===== src/rtl/video_capture_ctrl_if.sv =====
// Capture-control bundle: video timing qualifiers, arm/stop commands and capture status.
// The master side drives video and commands; the controller sits on the slave side.
interface video_capture_ctrl_if #(
    parameter int unsigned FCW = 8
);
    logic           vid_clk_en;
    logic           vid_vsync;
    logic           vid_active;
    logic [FCW-1:0] cfg_skip;
    logic [FCW-1:0] cfg_count;
    logic           cmd_start;
    logic           cmd_stop;
    logic           cap_en;
    logic           cap_sof;
    logic           cap_eof;
    logic [FCW-1:0] cap_frame_idx;
    logic           busy;
    logic           done;
    logic           err_geom;

    modport master (
        output vid_clk_en, vid_vsync, vid_active, cfg_skip, cfg_count, cmd_start, cmd_stop,
        input  cap_en, cap_sof, cap_eof, cap_frame_idx, busy, done, err_geom
    );

    modport slave (
        input  vid_clk_en, vid_vsync, vid_active, cfg_skip, cfg_count, cmd_start, cmd_stop,
        output cap_en, cap_sof, cap_eof, cap_frame_idx, busy, done, err_geom
    );
endinterface


===== src/rtl/video_capture_ctrl.sv =====
// Frame capture sequencer: skips N frames after arming, gates M whole frames to the
// consumer and flags any captured frame whose pixel/line geometry is wrong.
module video_capture_ctrl #(
    parameter int unsigned WIDTH  = 640,
    parameter int unsigned HEIGHT = 480,
    parameter int unsigned FCW    = 8
) (
    input  logic                vid_clk,
    input  logic                vid_rst,
    video_capture_ctrl_if.slave bus
);
    localparam int unsigned FRAME_PIX = WIDTH * HEIGHT;
    localparam int unsigned PIX_W     = $clog2(FRAME_PIX + 1) + 1;
    localparam int unsigned LINE_W    = $clog2(HEIGHT + 1) + 1;

    typedef enum logic [2:0] {IDLE, ARM, SKIP, CAPTURE, DONE} state_t;

    state_t            state, state_nxt;
    logic              vs_d, act_d;
    logic [FCW-1:0]    skip_cnt, skip_cnt_nxt;
    logic [FCW-1:0]    count_q, count_nxt;
    logic [FCW-1:0]    idx, idx_nxt;
    logic              stop_pend, stop_pend_nxt;
    logic [PIX_W-1:0]  pix_cnt, pix_cnt_nxt;
    logic [LINE_W-1:0] line_cnt, line_cnt_nxt;
    logic              err, err_nxt;
    logic              sof_nxt, eof_nxt;
    logic              en_q, sof_q, eof_q, busy_q, done_q;

    logic vs_edge, line_end, start_ok, stop_req, last_frame, geom_bad;

    assign vs_edge    = bus.vid_clk_en & bus.vid_vsync & ~vs_d;
    assign line_end   = bus.vid_clk_en & ~bus.vid_active & act_d;
    assign start_ok   = bus.cmd_start & ~bus.cmd_stop & ((state == IDLE) || (state == DONE));
    assign stop_req   = stop_pend | bus.cmd_stop;
    // A stop arriving on the closing edge still ends the frame that is completing.
    assign last_frame = stop_req || ((count_q != '0) && (FCW'(idx + 1'b1) == count_q));
    assign geom_bad   = (pix_cnt != PIX_W'(FRAME_PIX)) || (line_cnt != LINE_W'(HEIGHT));

    // Next-state and datapath update
    always_comb begin
        state_nxt     = state;
        skip_cnt_nxt  = skip_cnt;
        count_nxt     = count_q;
        idx_nxt       = idx;
        stop_pend_nxt = stop_pend;
        pix_cnt_nxt   = pix_cnt;
        line_cnt_nxt  = line_cnt;
        err_nxt       = err;
        sof_nxt       = 1'b0;
        eof_nxt       = 1'b0;

        case (state)
            IDLE, DONE: begin
                if (start_ok) begin
                    state_nxt     = ARM;
                    skip_cnt_nxt  = bus.cfg_skip;
                    count_nxt     = bus.cfg_count;
                    idx_nxt       = '0;
                    err_nxt       = 1'b0;
                    stop_pend_nxt = 1'b0;
                end
            end
            ARM: begin
                if (bus.cmd_stop) begin
                    state_nxt = IDLE;
                end else if (vs_edge) begin
                    if (skip_cnt == '0) begin
                        state_nxt = CAPTURE;
                        sof_nxt   = 1'b1;
                    end else begin
                        state_nxt = SKIP;
                    end
                end
            end
            SKIP: begin
                if (bus.cmd_stop) begin
                    state_nxt = IDLE;
                end else if (vs_edge) begin
                    if (skip_cnt == FCW'(1)) begin
                        state_nxt    = CAPTURE;
                        sof_nxt      = 1'b1;
                        skip_cnt_nxt = '0;
                    end else begin
                        skip_cnt_nxt = FCW'(skip_cnt - 1'b1);
                    end
                end
            end
            CAPTURE: begin
                if (bus.cmd_stop) stop_pend_nxt = 1'b1;
                if (vs_edge) begin
                    eof_nxt      = 1'b1;
                    pix_cnt_nxt  = '0;
                    line_cnt_nxt = '0;
                    if (geom_bad) err_nxt = 1'b1;
                    if (last_frame) begin
                        state_nxt     = DONE;
                        stop_pend_nxt = 1'b0;
                    end else begin
                        idx_nxt = FCW'(idx + 1'b1);
                        sof_nxt = 1'b1;
                    end
                end else begin
                    if (bus.vid_clk_en && bus.vid_active && (pix_cnt != '1))
                        pix_cnt_nxt = PIX_W'(pix_cnt + 1'b1);
                    if (line_end && (line_cnt != '1))
                        line_cnt_nxt = LINE_W'(line_cnt + 1'b1);
                end
            end
            default: state_nxt = IDLE;
        endcase
    end

    // State register and registered outputs
    always_ff @(posedge vid_clk or posedge vid_rst) begin
        if (vid_rst) begin
            state     <= IDLE;
            vs_d      <= 1'b0;
            act_d     <= 1'b0;
            skip_cnt  <= '0;
            count_q   <= '0;
            idx       <= '0;
            stop_pend <= 1'b0;
            pix_cnt   <= '0;
            line_cnt  <= '0;
            err       <= 1'b0;
            en_q      <= 1'b0;
            sof_q     <= 1'b0;
            eof_q     <= 1'b0;
            busy_q    <= 1'b0;
            done_q    <= 1'b0;
        end else begin
            state     <= state_nxt;
            if (bus.vid_clk_en) begin
                vs_d  <= bus.vid_vsync;
                act_d <= bus.vid_active;
            end
            skip_cnt  <= skip_cnt_nxt;
            count_q   <= count_nxt;
            idx       <= idx_nxt;
            stop_pend <= stop_pend_nxt;
            pix_cnt   <= pix_cnt_nxt;
            line_cnt  <= line_cnt_nxt;
            err       <= err_nxt;
            en_q      <= (state_nxt == CAPTURE);
            sof_q     <= sof_nxt;
            eof_q     <= eof_nxt;
            busy_q    <= state_nxt inside {ARM, SKIP, CAPTURE};
            done_q    <= (state_nxt == DONE);
        end
    end

    assign bus.cap_en        = en_q;
    assign bus.cap_sof       = sof_q;
    assign bus.cap_eof       = eof_q;
    assign bus.cap_frame_idx = idx;
    assign bus.busy          = busy_q;
    assign bus.done          = done_q;
    assign bus.err_geom      = err;
endmodule


===== src/flat_wrapper.sv =====
// flat-port wrapper written by rule: the top's interface ports become plain ports
module video_capture_ctrl_flat 
#(
    parameter int unsigned WIDTH  = 640,
    parameter int unsigned HEIGHT = 480,
    parameter int unsigned FCW    = 8
)
  (vid_clk, vid_rst, bus_vid_clk_en, bus_vid_vsync, bus_vid_active, bus_cfg_skip, bus_cfg_count, bus_cmd_start, bus_cmd_stop, bus_cap_en, bus_cap_sof, bus_cap_eof, bus_cap_frame_idx, bus_busy, bus_done, bus_err_geom);
  video_capture_ctrl_if #(.FCW(FCW)) bus_i ();
  input  logic vid_clk;
  input  logic vid_rst;
  input wire logic [$bits(bus_i.vid_clk_en)-1:0] bus_vid_clk_en;
  input wire logic [$bits(bus_i.vid_vsync)-1:0] bus_vid_vsync;
  input wire logic [$bits(bus_i.vid_active)-1:0] bus_vid_active;
  input wire logic [$bits(bus_i.cfg_skip)-1:0] bus_cfg_skip;
  input wire logic [$bits(bus_i.cfg_count)-1:0] bus_cfg_count;
  input wire logic [$bits(bus_i.cmd_start)-1:0] bus_cmd_start;
  input wire logic [$bits(bus_i.cmd_stop)-1:0] bus_cmd_stop;
  output wire logic [$bits(bus_i.cap_en)-1:0] bus_cap_en;
  output wire logic [$bits(bus_i.cap_sof)-1:0] bus_cap_sof;
  output wire logic [$bits(bus_i.cap_eof)-1:0] bus_cap_eof;
  output wire logic [$bits(bus_i.cap_frame_idx)-1:0] bus_cap_frame_idx;
  output wire logic [$bits(bus_i.busy)-1:0] bus_busy;
  output wire logic [$bits(bus_i.done)-1:0] bus_done;
  output wire logic [$bits(bus_i.err_geom)-1:0] bus_err_geom;
  assign bus_i.vid_clk_en = bus_vid_clk_en;
  assign bus_i.vid_vsync = bus_vid_vsync;
  assign bus_i.vid_active = bus_vid_active;
  assign bus_i.cfg_skip = bus_cfg_skip;
  assign bus_i.cfg_count = bus_cfg_count;
  assign bus_i.cmd_start = bus_cmd_start;
  assign bus_i.cmd_stop = bus_cmd_stop;
  assign bus_cap_en = bus_i.cap_en;
  assign bus_cap_sof = bus_i.cap_sof;
  assign bus_cap_eof = bus_i.cap_eof;
  assign bus_cap_frame_idx = bus_i.cap_frame_idx;
  assign bus_busy = bus_i.busy;
  assign bus_done = bus_i.done;
  assign bus_err_geom = bus_i.err_geom;
  video_capture_ctrl #(.WIDTH(WIDTH), .HEIGHT(HEIGHT), .FCW(FCW)) u_core (.vid_clk(vid_clk), .vid_rst(vid_rst), .bus(bus_i));
endmodule

===== config.mk =====
export PLATFORM = sky130hd
export DESIGN_NAME = video_capture_ctrl_flat
export DESIGN_NICKNAME = d
export VERILOG_FILES = /design/src/rtl/video_capture_ctrl_if.sv /design/src/rtl/video_capture_ctrl.sv /design/src/flat_wrapper.sv
export SDC_FILE = /design/constraint.sdc
export NUM_CORES = 1
export LEC_CHECK = 0
export BUFFER_PORTS_ARGS = -buffer_cell sky130_fd_sc_hd__buf_4
export CORE_MARGIN = 2
export CORE_UTILIZATION = 50
export CTS_CLUSTER_SIZE = 10
export DETAILED_ROUTE_END_ITERATION = 16
export PLACE_DENSITY = 0.72
export SLEW_MARGIN = 20
export SYNTH_ARGS = -nofsm -noshare
export SYNTH_HDL_FRONTEND = slang
export SYNTH_SLANG_ARGS = --single-unit

===== constraint.sdc =====
create_clock -name vid_clk -period 6.8 [get_ports vid_clk]
set_input_delay 0.34 -clock vid_clk [delete_from_list [all_inputs] [get_ports vid_clk]]
set_output_delay 0.34 -clock vid_clk [all_outputs]
set_load 0.005 [all_outputs]

-- Word-level counts from Yosys, hierarchy flattened
Cells that the tools add are included.
- add/sub/neg operators: 4
- eq/ne operators: 20
- multiplexer cells: 42
- bitwise operators: 10
- reduce and logical (&&, ||, !) cells: 23
- operators by type and width (kind ; count):
    2-to-1 mux 8 bit ; 7
    2-to-1 mux 20 bit ; 2
    one-hot mux 8 bit (2 select lines) ; 2
    2-to-1 mux 3 bit ; 8
    adder 20 x 1 -> 20 bit, second input constant ; 1
    2-to-1 mux 10 bit ; 2
    != test 20 x 19 -> 1 bit, second input constant ; 1
    != test 20 bit, second input constant ; 1
    2-to-1 mux 1 bit ; 17
    equality test 3 x 2 -> 1 bit, second input constant ; 4
    one-hot mux 3 bit (4 select lines) ; 1
    AND reduction 4 bit ; 3
    adder 10 x 1 -> 10 bit, second input constant ; 1
    != test 10 bit, second input constant ; 1
    != test 10 x 9 -> 1 bit, second input constant ; 1
    adder 8 x 1 -> 8 bit, second input constant ; 1
    equality test 8 x 1 -> 1 bit, second input constant ; 1
    equality test 8 bit ; 1
    logical NOT 8 bit ; 1
    != test 2 x 1 -> 1 bit, second input constant ; 4
    AND reduction 2 bit ; 4
    nonzero test 2 bit ; 4
    nonzero test 8 bit ; 1
    subtractor 8 x 1 -> 8 bit, second input constant ; 1
    13 further kinds ; 29
- register bits after elaboration: 66
- input port bits: 23
- output and inout bits: 14
- logic and storage cells: 114

-- Depth between registers and ports, before layout
- depth after elaboration: 9
- gate-level depth with buffers: 8
- mapped depth without buffers: 7

-- Worst setup path before layout
No wires, ideal clock.
- kind: register -> register
- from: reg u_core.idx[0], in the netlist u_core.bus.cap_frame_idx[0]
- to: reg u_core.idx[0], in the netlist u_core.bus.cap_frame_idx[0]
- setup time: 0.125 ns
- arrival time: 2.085 ns
- data required time: 6.675 ns
- setup slack: 4.591 ns
- stages on the path, launching flop included: 8
- path buffers: 0
- period minus slack after synthesis: 2.209 ns
- cells stage by stage: dfrtp_1 ha_1 xor2_1 a211o_1 a211oi_2 nand4_4 and2_4 mux2_2
- word-level cells in the longest chain between the ends: 6
- elaborated cells between the ends (all ways): 9
- those cells by class: add/sub: 1; eq/ne: 2; mux: 3; reduce/logical: 3
- ends and longest elaborated chain (element ; RTL line ; text):
    start: declaration ; video_capture_ctrl.sv:22 ; logic [FCW-1:0] idx, idx_nxt;
    start signal: assignment ; video_capture_ctrl.sv:140 ; idx <= idx_nxt;
    adder 8 x 1 -> 8 bit * ; video_capture_ctrl.sv:37, video_capture_ctrl.sv:100 ;
    equality test 8 bit ; video_capture_ctrl.sv:37 ; assign last_frame = stop_req || ((count_q != '0) && (FCW'(idx + 1'b1) == count_q));
    logical AND 1 bit ; video_capture_ctrl.sv:37 ;
    logical OR 1 bit ; video_capture_ctrl.sv:37 ;
    != test 2 bit (no source line) ; -- ;
    AND reduction 4 bit (no source line) ; -- ;
Every way passes the cells marked *; elsewhere a longest branch is shown, timed or not. The select of a mux whose other input is x is not followed.
A chain may end at the register's enable or synchronous reset.

-- Worst setup path after layout
Ends and elaborated chain as after synthesis.

==> metrics <==
# clock sinks 66; Synth Area in Compound Gates 14.94%; DRT antenna net count 0; sequential area share after synthesis 45.66%; post-layout net count ~440; Slew HR 32.97%; core area slightly above 7000 µm²; FFs w/ async S/R, synth 100.0%; htree depth 3; # hold bufs at CTS 0; PwrDens between 200 and 300 nW/µm²; DP Area 3986 µm²; DP Wirelength 5431 µm; drt pass-1 iters 5; Setup TNS Final 0 ps; Fmax 0.4245 GHz; Post-Syn Area 3617 µm²; Worst EP arrival 2580 ps; Vias 2911; final setup fails 0; first-pass GRT wire length roughly 13000 µm; drt drc 0; row cnt 31; clock latency on the worst-skew pair approximately 340 ps; Final period util 34.65%; Setup Fix Bufs, Post-CTS 0; slowest stage delay, CP 470 ps; Reg clk slew, reported paths 70 ps; met2 usage 30.80%; Min-Delay Path Class primary input to register; die area slightly below 8000 µm²; post_cts resized 0; Synth Area in Adders 2.421%; WL/cell 15.14 µm; status complete, no violations; Post-Syn Instances 370; RSZ-0062 raised after global routing no; Final Cell Area between 4000 and 5000 µm²; Die X-Extent 89.06 µm; Crit-path slowest cell dfrtp_1; TritonCTS clock tree done; xor and xnor fraction of the mapped netlist area 7.990%; Crit path required time 7030 ps; Vias/cell 5.674; initial antenna violation count 0; Initial Util 50.68%; most instantiated library cell after synthesis dfrtp_1; synth top area cells dfrtp_1 46%, xor2_1 5.8%, nor2_1 4.3%; Post-synth top cells 66 x dfrtp_1, 41 x nor2_1, 24 x xor2_1; P_leak 2.020 nW; Root Buffer clkbuf_8; Die Ht 89.06 µm; final worst path period need approximately 2400 ps; clock tree buffer depth 2; pin count of the biggest net entering global routing 67; DP Worst Slack 4461 ps; worst-case hold slack 230.7 ps; Synth top area share between 40% and 50%; Startpoint Class register; cell taking the most area after synthesis dfrtp_1; library cells used by synthesis 55; Yosys reg bits 66; vias in the first global route 2627; CP Max Fanout 10; Port-buffer cells 36; Hold Violations, Final 0; grt total ovfl 0; TritonCTS Buffers 9; worst slew pin tran 1000 ps; Total Routing Usage GR 20.81%; Ports 37; Routed Wire Length 7766 µm; Post-Syn Area per Cell 9.776 µm²; yosys warns 0; post-synthesis mux area share 3.390%; Cell Chain, Critical Path ha_1 > xor2_1 > a211o_1 > a211oi_2 > nand4_4 > and2_4 > mux2_2; Synth Area in Simple Gates 23.21%; Final Skew 11.12 ps; syn nets 400; Post-synth top flop dfrtp_1; share of layout cells above drive strength 1 approximately a fifth; Area Growth Syn to Fin 16.53%; met3 usage under 10%; Post-synth EDFFs 0; Max Cap Viol 0; critical path class register to register; maximum VDD drop 0.1375 mV; GR peak layer met2; GPL Wtd Cong slightly below 0.9; Tot Pwr 1.080 mW; largest family of logic cells by synthesized area simple AND/OR/NAND/NOR gates; CP Capture Type register; grt met1 use 30.54%; Iteration-0 DRC Markers 184; final setup margin around 4400 ps; diode count 0; Max Slew Vio Count 0
[per-layer routing]
layer / up-vias / wire (µm)
met4: 0 / 153
met2: 63 / 3578
met3: 12 / 344
met1: 1408 / 3689
li1: 1428 / -
met5: - / 0
[flip-flops by register name, summed over array words and instances (netlist names)]
name / count
u_core.act_d: 1
u_core.bus.cap_frame_idx: 8
u_core.bus.cap_sof: 1
u_core.state: 3
u_core.bus.cap_en: 1
u_core.bus.done: 1
u_core.bus.cap_eof: 1
u_core.skip_cnt: 8
u_core.count_q: 8
u_core.bus.err_geom: 1
u_core.stop_pend: 1
u_core.line_cnt: 10
u_core.vs_d: 1
u_core.bus.busy: 1
u_core.pix_cnt: 20
[per-stage QoR]
stage                     cells  utilization (%)
after floorplan             370                -
final                       513            59.06
after global placement      497            55.86
after global routing        513            59.06
after detailed placement    497            55.86
after CTS                   513            59.06
[power by group]
part	internal [mW]	switching, mW	leakage (nW)
registers	0.446	0.0514	0.870
clock network	0.227	0.148	0.117
logic	0.0930	0.115	1.03
total	0.766	0.314	2.02
[path summary, 6_finish.rpt]
path	start	end	slack, ps	cells past startpoint
max	u_core.bus.cap_frame_idx[0]$_DFFE_PP0P_	u_core.bus.cap_frame_idx[0]$_DFFE_PP0P_	4440	7
min	bus_cfg_count[3]	u_core.count_q[3]$_DFFE_PP0P_	230	2
max reg2reg	u_core.bus.cap_frame_idx[0]$_DFFE_PP0P_	u_core.bus.cap_frame_idx[0]$_DFFE_PP0P_	4440	7
min reg2reg	u_core.vs_d$_DFFE_PP0P_	u_core.vs_d$_DFFE_PP0P_	520	1
max in group asynchronous	vid_rst	u_core.skip_cnt[1]$_DFFE_PP0P_	6010	3
min in group asynchronous	vid_rst	u_core.pix_cnt[14]$_DFFE_PP0P_	240	3
[layout make-up]
cell class	instances	area [µm²]
clock buffers	12	155.1
multi-input cells	282	1884
fillers	657	2922
well taps	99	123.9
flip-flops and latches	66	1652
clock inverters	4	73.82
inverters	13	48.80
repair buffers	37	277.8
[logic make-up (layout without fill, tap and decap cells)]
| logic type | after synthesis | count (layout) |
|---|---|---|
| compound gates | 77 | 77 |
| mux | 11 | 11 |
| fa+ha+maj | 7 | 7 |
| flops | 66 | 66 |
| buf+inv | 22 | 66 |
| simple gates | 154 | 154 |
| xor+xnor | 33 | 33 |
[worst max-delay path, delay by kind of cell, from the launching register on]
kind / cells / cell delay (ps)
AOI/OAI and AO/OA: 2 / 510
xor gates and xnor gates: 1 / 180
adders and majority gates: 1 / 370
DFF: 1 / 470
muxes: 1 / 250
and+or+nand+nor: 2 / 460
[placed cells by master (no fill, tap or decap), drive strengths merged, types with 6 or more instances in the layout]
cell type and n:
clkbuf 12, a21oi 15, mux2 10, nand4 19, xnor2 9, a21o 6
ha 7, xor2 24, and3 10, o21ai 21, buf 37, dfrtp 66
inv 12, nand2 23, nand3 17, nor2 41, and2 7
No activity file was read; power rests on OpenSTA's default activity.
